==> config.mk <==
export PLATFORM = sky130hd
export DESIGN_NAME = sw_job_scheduler_flat
export DESIGN_NICKNAME = d
export VERILOG_FILES = /design/src/rtl/sw_job_scheduler_if.sv /design/src/rtl/sw_job_scheduler.sv /design/src/flat_wrapper.sv
export SDC_FILE = /design/constraint.sdc
export NUM_CORES = 1
export LEC_CHECK = 0
export ABC_AREA = 1
export CAP_MARGIN = 20
export CORE_UTILIZATION = 45
export CTS_CLUSTER_DIAMETER = 120
export DETAILED_ROUTE_END_ITERATION = 6
export PLACE_DENSITY = 0.83
export REMOVE_ABC_BUFFERS = 1
export SLEW_MARGIN = 20
export SYNTH_ARGS = -nofsm -noshare
export SYNTH_HDL_FRONTEND = slang
export SYNTH_SLANG_ARGS = --single-unit
==> constraint.sdc <==
create_clock -name clk -period 2.5 [get_ports clk]
set_input_delay 0.25 -clock clk [delete_from_list [all_inputs] [get_ports clk]]
set_output_delay 0.25 -clock clk [all_outputs]
set_load 0.01 [all_outputs]
==> src/rtl/sw_job_scheduler_if.sv <==
// Host-side command and result channels of the multi-core Smith-Waterman job scheduler.
// The host drives the master modport; the scheduler implements the slave modport.
interface sw_job_scheduler_if #(
    parameter int CORE_W  = 1,
    parameter int SCORE_W = 12
);
    logic               i_cmd_valid;
    logic               o_cmd_ready;
    logic               i_cmd_op;
    logic [CORE_W-1:0]  i_cmd_core;
    logic               o_cmd_err;
    logic               o_res_valid;
    logic [CORE_W-1:0]  o_res_core;
    logic [SCORE_W-1:0] o_res_score;
    logic               o_res_lost;

    modport master (
        output i_cmd_valid, i_cmd_op, i_cmd_core,
        input  o_cmd_ready, o_cmd_err, o_res_valid, o_res_core, o_res_score, o_res_lost
    );

    modport slave (
        input  i_cmd_valid, i_cmd_op, i_cmd_core,
        output o_cmd_ready, o_cmd_err, o_res_valid, o_res_core, o_res_score, o_res_lost
    );
endinterface

==> src/rtl/sw_job_scheduler.sv <==
// Multi-core Smith-Waterman job scheduler: command steering, scoring parameters, result serialiser.
// Optional running-best tracking is enabled by defining SW_BEST_TRACK_EN.
module sw_job_scheduler #(
    parameter int N_CORE  = 2,
    parameter int CORE_W  = 1,
    parameter int SCORE_W = 12,
    parameter int MATCH_W = 4,
    parameter int GAP_W   = 4,
    parameter int TSZ_W   = 10
) (
    input  logic                      clk,
    input  logic                      rst_n,
    sw_job_scheduler_if.slave         host,
    input  logic [MATCH_W-1:0]        i_match,
    input  logic [MATCH_W-1:0]        i_mismatch,
    input  logic [GAP_W-1:0]          i_minus_alpha,
    input  logic [GAP_W-1:0]          i_minus_beta,
    output logic [MATCH_W-1:0]        o_match,
    output logic [SCORE_W-1:0]        o_mismatch,
    output logic [SCORE_W-1:0]        o_alpha,
    output logic [SCORE_W-1:0]        o_beta,
    output logic [N_CORE-1:0]         o_start_read_t,
    output logic [N_CORE-1:0]         o_start_cal,
    input  logic [N_CORE-1:0]         i_sram_busy,
    input  logic [N_CORE-1:0]         i_dp_busy,
    input  logic [N_CORE*TSZ_W-1:0]   i_t_size,
    input  logic [N_CORE-1:0]         i_core_valid,
    input  logic [N_CORE*SCORE_W-1:0] i_core_result,
    output logic                      o_busy,
    output logic [SCORE_W-1:0]        o_best_score,
    output logic [CORE_W-1:0]         o_best_core
);

    typedef enum logic [1:0] {
        ST_IDLE  = 2'd0,
        ST_SETT  = 2'd1,
        ST_CALC  = 2'd2,
        ST_RESET = 2'd3
    } core_state_t;

    // ------------------------------------------------------------------
    // Command decode
    // ------------------------------------------------------------------
    logic [31:0]       cmd_core_ext;
    logic              cmd_idx_ok;
    logic              cmd_ready;
    logic              cmd_tsize_zero;
    logic              cmd_accept;
    logic              sett_go;
    logic              calc_go;
    logic              calc_reject;
    logic              idx_reject;
    logic [N_CORE-1:0] cmd_sel;
    logic [N_CORE-1:0] core_idle;
    logic [N_CORE-1:0] core_in_calc;
    logic              cmd_err_reg;
    logic              busy_reg;

    // Index widened to 32 bits so an out-of-range core number is detectable for any CORE_W.
    always_comb begin
        cmd_core_ext   = 32'(host.i_cmd_core);
        cmd_idx_ok     = (cmd_core_ext < 32'(N_CORE));
        cmd_sel        = '0;
        cmd_ready      = 1'b0;
        cmd_tsize_zero = 1'b0;
        for (int k = 0; k < N_CORE; k++) begin
            if (cmd_idx_ok && (cmd_core_ext == 32'(k))) begin
                cmd_sel[k]     = 1'b1;
                cmd_ready      = core_idle[k];
                cmd_tsize_zero = (i_t_size[k*TSZ_W +: TSZ_W] == '0);
            end
        end
    end

    assign host.o_cmd_ready = cmd_ready;
    assign cmd_accept       = host.i_cmd_valid & cmd_ready;
    assign sett_go          = cmd_accept & ~host.i_cmd_op;
    assign calc_go          = cmd_accept & host.i_cmd_op & ~cmd_tsize_zero;
    assign calc_reject      = cmd_accept & host.i_cmd_op & cmd_tsize_zero;
    assign idx_reject       = host.i_cmd_valid & ~cmd_idx_ok;

    // ------------------------------------------------------------------
    // Per-core control FSMs
    // ------------------------------------------------------------------
    for (genvar gi = 0; gi < N_CORE; gi++) begin : g_core
        core_state_t state_reg;
        core_state_t state_next;
        logic        start_read_t_reg;
        logic        start_read_t_next;
        logic        start_cal_reg;
        logic        start_cal_next;

        always_ff @(posedge clk or negedge rst_n) begin
            if (!rst_n) begin
                state_reg        <= ST_IDLE;
                start_read_t_reg <= 1'b0;
                start_cal_reg    <= 1'b0;
            end else begin
                state_reg        <= state_next;
                start_read_t_reg <= start_read_t_next;
                start_cal_reg    <= start_cal_next;
            end
        end

        // SETT waits out its own start pulse so a slow SRAM busy cannot be missed.
        always_comb begin
            state_next        = state_reg;
            start_read_t_next = 1'b0;
            start_cal_next    = 1'b0;
            case (state_reg)
                ST_IDLE: begin
                    if (cmd_sel[gi]) begin
                        if (sett_go) begin
                            state_next        = ST_SETT;
                            start_read_t_next = 1'b1;
                        end else if (calc_go) begin
                            state_next     = ST_CALC;
                            start_cal_next = 1'b1;
                        end
                    end
                end
                ST_SETT: begin
                    if (!i_sram_busy[gi] && !start_read_t_reg)
                        state_next = ST_IDLE;
                end
                ST_CALC: begin
                    if (i_core_valid[gi])
                        state_next = ST_RESET;
                end
                ST_RESET: begin
                    if (!i_sram_busy[gi] && !i_dp_busy[gi])
                        state_next = ST_IDLE;
                end
                default: state_next = ST_IDLE;
            endcase
        end

        assign core_idle[gi]      = (state_reg == ST_IDLE);
        assign core_in_calc[gi]   = (state_reg == ST_CALC);
        assign o_start_read_t[gi] = start_read_t_reg;
        assign o_start_cal[gi]    = start_cal_reg;
    end

    always_ff @(posedge clk or negedge rst_n) begin
        if (!rst_n) begin
            cmd_err_reg <= 1'b0;
            busy_reg    <= 1'b0;
        end else begin
            cmd_err_reg <= idx_reject | calc_reject;
            busy_reg    <= ~(&core_idle);
        end
    end

    assign host.o_cmd_err = cmd_err_reg;
    assign o_busy         = busy_reg;

    // ------------------------------------------------------------------
    // Scoring parameters: track the host while no core is calculating
    // ------------------------------------------------------------------
    logic [MATCH_W-1:0] match_reg;
    logic [SCORE_W-1:0] mismatch_reg;
    logic [SCORE_W-1:0] alpha_reg;
    logic [SCORE_W-1:0] beta_reg;

    always_ff @(posedge clk or negedge rst_n) begin
        if (!rst_n) begin
            match_reg    <= MATCH_W'(6);
            mismatch_reg <= '1;
            alpha_reg    <= SCORE_W'(0) - SCORE_W'(2);
            beta_reg     <= '1;
        end else if (!(|core_in_calc)) begin
            match_reg    <= i_match;
            mismatch_reg <= SCORE_W'(0) - SCORE_W'(i_mismatch);
            alpha_reg    <= SCORE_W'(0) - SCORE_W'(i_minus_alpha);
            beta_reg     <= SCORE_W'(0) - SCORE_W'(i_minus_beta);
        end
    end

    assign o_match    = match_reg;
    assign o_mismatch = mismatch_reg;
    assign o_alpha    = alpha_reg;
    assign o_beta     = beta_reg;

    // ------------------------------------------------------------------
    // Result serialiser: one-deep slot per core, lowest index wins
    // ------------------------------------------------------------------
    logic [N_CORE-1:0]         pend_valid;
    logic [N_CORE*SCORE_W-1:0] pend_score;
    logic [N_CORE-1:0]         res_cand;
    logic [N_CORE-1:0]         emit_sel;
    logic                      emit_any;
    logic [CORE_W-1:0]         emit_core;
    logic [SCORE_W-1:0]        emit_score;
    logic                      lost_any;
    logic                      res_valid_reg;
    logic [CORE_W-1:0]         res_core_reg;
    logic [SCORE_W-1:0]        res_score_reg;
    logic                      res_lost_reg;

    // An incoming strobe into an empty slot is a candidate too, giving one-cycle latency.
    always_comb begin
        res_cand   = pend_valid | i_core_valid;
        emit_sel   = '0;
        emit_any   = 1'b0;
        emit_core  = '0;
        emit_score = '0;
        for (int k = N_CORE - 1; k >= 0; k--) begin
            if (res_cand[k]) begin
                emit_sel    = '0;
                emit_sel[k] = 1'b1;
                emit_any    = 1'b1;
                emit_core   = CORE_W'(k);
                emit_score  = pend_valid[k] ? pend_score[k*SCORE_W +: SCORE_W]
                                            : i_core_result[k*SCORE_W +: SCORE_W];
            end
        end
        lost_any = |(pend_valid & i_core_valid & ~emit_sel);
    end

    // Slots latch regardless of FSM state; only the FSM ignores stray strobes.
    for (genvar gi = 0; gi < N_CORE; gi++) begin : g_slot
        logic               slot_valid_reg;
        logic [SCORE_W-1:0] slot_score_reg;
        logic               bypass;

        assign bypass = emit_sel[gi] & ~slot_valid_reg;

        always_ff @(posedge clk or negedge rst_n) begin
            if (!rst_n) begin
                slot_valid_reg <= 1'b0;
                slot_score_reg <= '0;
            end else if (i_core_valid[gi] && !bypass) begin
                slot_valid_reg <= 1'b1;
                slot_score_reg <= i_core_result[gi*SCORE_W +: SCORE_W];
            end else if (emit_sel[gi]) begin
                slot_valid_reg <= 1'b0;
            end
        end

        assign pend_valid[gi]                    = slot_valid_reg;
        assign pend_score[gi*SCORE_W +: SCORE_W] = slot_score_reg;
    end

    always_ff @(posedge clk or negedge rst_n) begin
        if (!rst_n) begin
            res_valid_reg <= 1'b0;
            res_core_reg  <= '0;
            res_score_reg <= '0;
            res_lost_reg  <= 1'b0;
        end else begin
            res_valid_reg <= emit_any;
            res_lost_reg  <= lost_any;
            if (emit_any) begin
                res_core_reg  <= emit_core;
                res_score_reg <= emit_score;
            end
        end
    end

    assign host.o_res_valid = res_valid_reg;
    assign host.o_res_core  = res_core_reg;
    assign host.o_res_score = res_score_reg;
    assign host.o_res_lost  = res_lost_reg;

    // ------------------------------------------------------------------
    // Running best score
    // ------------------------------------------------------------------
`ifdef SW_BEST_TRACK_EN
    localparam logic [SCORE_W-1:0] SCORE_MOST_NEG = {1'b1, {(SCORE_W-1){1'b0}}};

    logic [SCORE_W-1:0] best_score_reg;
    logic [CORE_W-1:0]  best_core_reg;

    // Strict greater-than keeps the earliest core on ties.
    always_ff @(posedge clk or negedge rst_n) begin
        if (!rst_n) begin
            best_score_reg <= SCORE_MOST_NEG;
            best_core_reg  <= '0;
        end else if (sett_go) begin
            best_score_reg <= SCORE_MOST_NEG;
            best_core_reg  <= '0;
        end else if (res_valid_reg && ($signed(res_score_reg) > $signed(best_score_reg))) begin
            best_score_reg <= res_score_reg;
            best_core_reg  <= res_core_reg;
        end
    end

    assign o_best_score = best_score_reg;
    assign o_best_core  = best_core_reg;
`else
    assign o_best_score = '0;
    assign o_best_core  = '0;
`endif

endmodule
==> src/flat_wrapper.sv <==
// flat-port wrapper written by rule: the top's interface ports become plain ports
module sw_job_scheduler_flat 
#(
    parameter int N_CORE  = 2,
    parameter int CORE_W  = 1,
    parameter int SCORE_W = 12,
    parameter int MATCH_W = 4,
    parameter int GAP_W   = 4,
    parameter int TSZ_W   = 10
)
  (clk, rst_n, i_match, i_mismatch, i_minus_alpha, i_minus_beta, o_match, o_mismatch, o_alpha, o_beta, o_start_read_t, o_start_cal, i_sram_busy, i_dp_busy, i_t_size, i_core_valid, i_core_result, o_busy, o_best_score, o_best_core, host_i_cmd_valid, host_i_cmd_op, host_i_cmd_core, host_o_cmd_ready, host_o_cmd_err, host_o_res_valid, host_o_res_core, host_o_res_score, host_o_res_lost);
  sw_job_scheduler_if #(.CORE_W(CORE_W), .SCORE_W(SCORE_W)) host_i ();
  input  logic clk;
  input  logic rst_n;
  input  logic [MATCH_W-1:0] i_match;
  input  logic [MATCH_W-1:0] i_mismatch;
  input  logic [GAP_W-1:0] i_minus_alpha;
  input  logic [GAP_W-1:0] i_minus_beta;
  output logic [MATCH_W-1:0] o_match;
  output logic [SCORE_W-1:0] o_mismatch;
  output logic [SCORE_W-1:0] o_alpha;
  output logic [SCORE_W-1:0] o_beta;
  output logic [N_CORE-1:0] o_start_read_t;
  output logic [N_CORE-1:0] o_start_cal;
  input  logic [N_CORE-1:0] i_sram_busy;
  input  logic [N_CORE-1:0] i_dp_busy;
  input  logic [N_CORE*TSZ_W-1:0] i_t_size;
  input  logic [N_CORE-1:0] i_core_valid;
  input  logic [N_CORE*SCORE_W-1:0] i_core_result;
  output logic o_busy;
  output logic [SCORE_W-1:0] o_best_score;
  output logic [CORE_W-1:0] o_best_core;
  input wire logic [$bits(host_i.i_cmd_valid)-1:0] host_i_cmd_valid;
  input wire logic [$bits(host_i.i_cmd_op)-1:0] host_i_cmd_op;
  input wire logic [$bits(host_i.i_cmd_core)-1:0] host_i_cmd_core;
  output wire logic [$bits(host_i.o_cmd_ready)-1:0] host_o_cmd_ready;
  output wire logic [$bits(host_i.o_cmd_err)-1:0] host_o_cmd_err;
  output wire logic [$bits(host_i.o_res_valid)-1:0] host_o_res_valid;
  output wire logic [$bits(host_i.o_res_core)-1:0] host_o_res_core;
  output wire logic [$bits(host_i.o_res_score)-1:0] host_o_res_score;
  output wire logic [$bits(host_i.o_res_lost)-1:0] host_o_res_lost;
  assign host_i.i_cmd_valid = host_i_cmd_valid;
  assign host_i.i_cmd_op = host_i_cmd_op;
  assign host_i.i_cmd_core = host_i_cmd_core;
  assign host_o_cmd_ready = host_i.o_cmd_ready;
  assign host_o_cmd_err = host_i.o_cmd_err;
  assign host_o_res_valid = host_i.o_res_valid;
  assign host_o_res_core = host_i.o_res_core;
  assign host_o_res_score = host_i.o_res_score;
  assign host_o_res_lost = host_i.o_res_lost;
  sw_job_scheduler #(.N_CORE(N_CORE), .CORE_W(CORE_W), .SCORE_W(SCORE_W), .MATCH_W(MATCH_W), .GAP_W(GAP_W), .TSZ_W(TSZ_W)) u_core (.clk(clk), .rst_n(rst_n), .host(host_i), .i_match(i_match), .i_mismatch(i_mismatch), .i_minus_alpha(i_minus_alpha), .i_minus_beta(i_minus_beta), .o_match(o_match), .o_mismatch(o_mismatch), .o_alpha(o_alpha), .o_beta(o_beta), .o_start_read_t(o_start_read_t), .o_start_cal(o_start_cal), .i_sram_busy(i_sram_busy), .i_dp_busy(i_dp_busy), .i_t_size(i_t_size), .i_core_valid(i_core_valid), .i_core_result(i_core_result), .o_busy(o_busy), .o_best_score(o_best_score), .o_best_core(o_best_core));
endmodule
==> results.sh <==
export IMPL_cts_sinks=70
export IMPL_yosys_warnings=0
export IMPL_yosysUniqueCellTypes=30
export IMPL_synthTopCellsByCount="nand2_1, o21ai_0, dfrtp_1, inv_1, buf_4"
export IMPL_syn_inst=445
export IMPL_start_util_pct=46.5
export IMPL_ys_async_sr_fraction_pct=100
export IMPL_maxSlewHeadroom_pct=51.0
export IMPL_worstSetupPathType="flip-flop to output pin"
export IMPL_critPathRequiredTime_ns=2.25
export IMPL_ys_seq_area_share_pct=49.3
export IMPL_p_leak_nw=2.36
export IMPL_synth_edf_count=0
export IMPL_clock_path_buffers=2
export IMPL_grt_setup_unrepaired="no"
export IMPL_clk_latency_ns=0.34
export IMPL_cts_root_buf="clkbuf_8"
export IMPL_post_place_ws_ns=0.586
export IMPL_powerDensity_mw_per_mm2=825
export IMPL_slew_violations=0
export IMPL_worstHoldStart="i_match[2]"
export IMPL_fp_dieH_um=91.4
export IMPL_tightest_slew_ns=0.734
export IMPL_finalClockSkew_ns=0.00753
export IMPL_crit_top_cell="nand2_2"
export IMPL_numPortBuffers=132
export IMPL_arrival_ns=1.77
export IMPL_postRouteAntennaNets=0
export IMPL_fin_crit_ns=2.02
export IMPL_met3_usage_pct=4.44
export IMPL_hold_viol_final=0
export IMPL_track_usage_pct=21.4
export IMPL_hold_path_class="input port to flip-flop"
export IMPL_drive_gt1_share_pct=8.99
export IMPL_critical_path_slowest_cell="clkdlybuf4s50_1"
export IMPL_post_cts_buffers=0
export IMPL_path_max_fanout=4
export IMPL_viasPerCell=4.74
export IMPL_rows=32
export IMPL_ys_ff_latch=70
export IMPL_antenna_found_initial=0
export IMPL_htreeDepth=3
export IMPL_routed_wl_um=8250
export IMPL_synth_top_area_share_pct=37.6
export IMPL_num_vias=3118
export IMPL_status="finished, final reports clean"
export IMPL_period_share_pct=80.8
export IMPL_grt_util_met1_pct=27.2
export IMPL_worstHoldEndpoint="u_core.o_match[2]$_DFFE_PN1N_"
export IMPL_tns_ns=0
export IMPL_grt_use_met2_pct=35.5
export IMPL_first_pass_iters=4
export IMPL_whs_path_depth=3
export IMPL_start_kind="flip-flop"
export IMPL_clk_transition_reported_paths_ns=0.08
export IMPL_grt_pass1_vias=3023
export IMPL_r2r_start="u_core.g_core[0].state_reg[1]$_DFFE_PN0P_"
export IMPL_fillers=630
export IMPL_wl_per_cell_um=12.5
export IMPL_diodes=0
export IMPL_drv_cap=0
export IMPL_grt_busiest_layer="met2"
export IMPL_synth_ff_type="dfrtp_1"
export IMPL_ff2ff_path_depth=7
export IMPL_grt_overflow=0
export IMPL_crit_path_max_incr_delay_ns=0.55
export IMPL_cts_made_buffers=9
export IMPL_cp_top_family="buffers and inverters"
export IMPL_postSynthAreaPerCell_um2=8.08
export IMPL_gp_congestion=0.821
export IMPL_peakVddDrop_mv=0.452
export IMPL_max_freq_mhz=495
export IMPL_placed_cells=641
export IMPL_boundaryPins=146
export IMPL_setup_viol=0
export IMPL_drt_iter0_drc=153
export IMPL_grt_pass1_wl_um=14100
export IMPL_crit_chain="nor2_1, nand2_2, nand2_2, clkdlybuf4s50_1"
export IMPL_syn_cell_area_mm2=0.00359
export IMPL_final_cells=658
export IMPL_worst_path_buf_inv=1
export IMPL_dieArea_mm2=0.00835
export IMPL_synth_area_leaders="dfrtp_1, nand2_1, dfstp_2"
export IMPL_coreArea_mm2=0.00773
export IMPL_layout_nets=625
export IMPL_cp_end_kind="output pin"
export IMPL_dp_hpwl_um=6190
export IMPL_r2r_end="u_core.o_mismatch[10]$_DFFE_PN1N_"
export IMPL_die_w_um=91.4
export IMPL_synth_most_common_cell="nand2_1"
export IMPL_grt_max_degree=41
export IMPL_worst_r2r_setup_slack_ns=0.94
export IMPL_syn_to_final_growth_pct=39.2
export IMPL_yosysTopAreaCell="dfrtp_1"
export IMPL_largest_reg_flops=24
export IMPL_drc=0
export IMPL_critPathLaunch="u_core.g_core[0].state_reg[1]$_DFFE_PN0P_"
export IMPL_tritoncts="yes"
export IMPL_timing_final_ws_setup_ns=0.480
metrics by stage:
| step | area, µm² | utilization (%) | power [mW] | hold WS [ns] |
|---|---|---|---|---|
| finish | 5000 | 64.8 | 4.13 | 0.418 |
| global route | 5000 | 64.8 | 4.40 | 0.430 |
| CTS | 5000 | 64.8 | 4.16 | 0.401 |
| detailed placement | 4770 | 61.7 | 3.14 | 0.354 |
| global placement | 4770 | 61.7 | 3.08 | 0.343 |
| floorplan | 3280 | - | 2.33 | -0.0456 |
layout by cell type, fill, tap and decap left out, drive strengths merged:
cell type | netlist | layout
clkdlybuf4s50 | 0 | 131
nand2 | 123 | 123
o21ai | 73 | 73
inv | 55 | 55
dfrtp | 54 | 54
nor2 | 25 | 25
nand3 | 20 | 20
dfstp | 16 | 16
conb | 1 | 13
clkbuf | 7 | 11
xor2 | 6 | 6
buf | 47 | 5
nor3 | 3 | 3
a41oi | 3 | 3
a21oi | 3 | 3
ha | 3 | 3
clkinvlp | 0 | 3
bufinv | 0 | 2
nand3b | 1 | 1
a21boi | 1 | 1
nand4 | 1 | 1
a21o | 1 | 1
a211oi | 1 | 1
o21a | 1 | 1
dlygate4sd3 | 0 | 1
worst max path at each step:
stage,to,slack (ns),depth (start not counted)
2_1_floorplan,u_core.host.o_res_score[0]$_DFFE_PN0P_,1.01,4
3_3_place_gp,host_o_cmd_ready,0.60,5
3_5_place_dp,host_o_cmd_ready,0.59,5
4_1_cts,host_o_cmd_ready,0.46,4
5_1_grt,host_o_cmd_ready,0.36,4
6_report,host_o_cmd_ready,0.48,4
worst reg2reg max path: cells and delay by family (launching register included):
family | cells | cell delay [ns]
buffers and inverters | 3 | 0.47
DFF | 1 | 0.42
and+or+nand+nor | 3 | 0.39
AOI/OAI and AO/OA | 1 | 0.18
power breakdown:
| part | internal (mW) | total [mW] | switching [mW] |
|---|---|---|---|
| registers | 1.46 | 1.62 | 0.165 |
| clock network | 0.589 | 1.01 | 0.425 |
| logic | 0.730 | 1.49 | 0.762 |
metal layers:
metal / share of wire, % / vias up
li1: - / 1553
met1: 43 / 1441
met2: 50 / 104
met3: 4.1 / 20
met4: 2.5 / 0
met5: 0 / -
kinds of logic after synthesis:
| group | share of synthesized area, % |
|---|---|
| DFF | 49.3 |
| buffers and inverters | 15.7 |
| xor gates and xnor gates | 1.46 |
| adders and majority gates | 1.04 |
| other | 0.104 |
| AOI/OAI and AO/OA | 12.3 |
| and+or+nand+nor | 20.2 |
what timing repair did:
item / 4_1_cts / 5_1_grt
endpoints found under the hold margin: 30 / 0
hold buffers: 1 / 0
gates resized for setup: 0 / 0
area by class of cell:
class | count | area (µm²) | share of cell area, %
flip-flops and latches | 70 | 1770 | 35.4
repair buffers | 137 | 1370 | 27.4
multi-input cells | 278 | 1310 | 26.1
inverters | 55 | 206 | 4.13
clock buffers | 11 | 141 | 2.83
well taps | 102 | 128 | 2.55
clock inverters | 5 | 82.6 | 1.65
No activity file was read; power rests on OpenSTA's default activity.
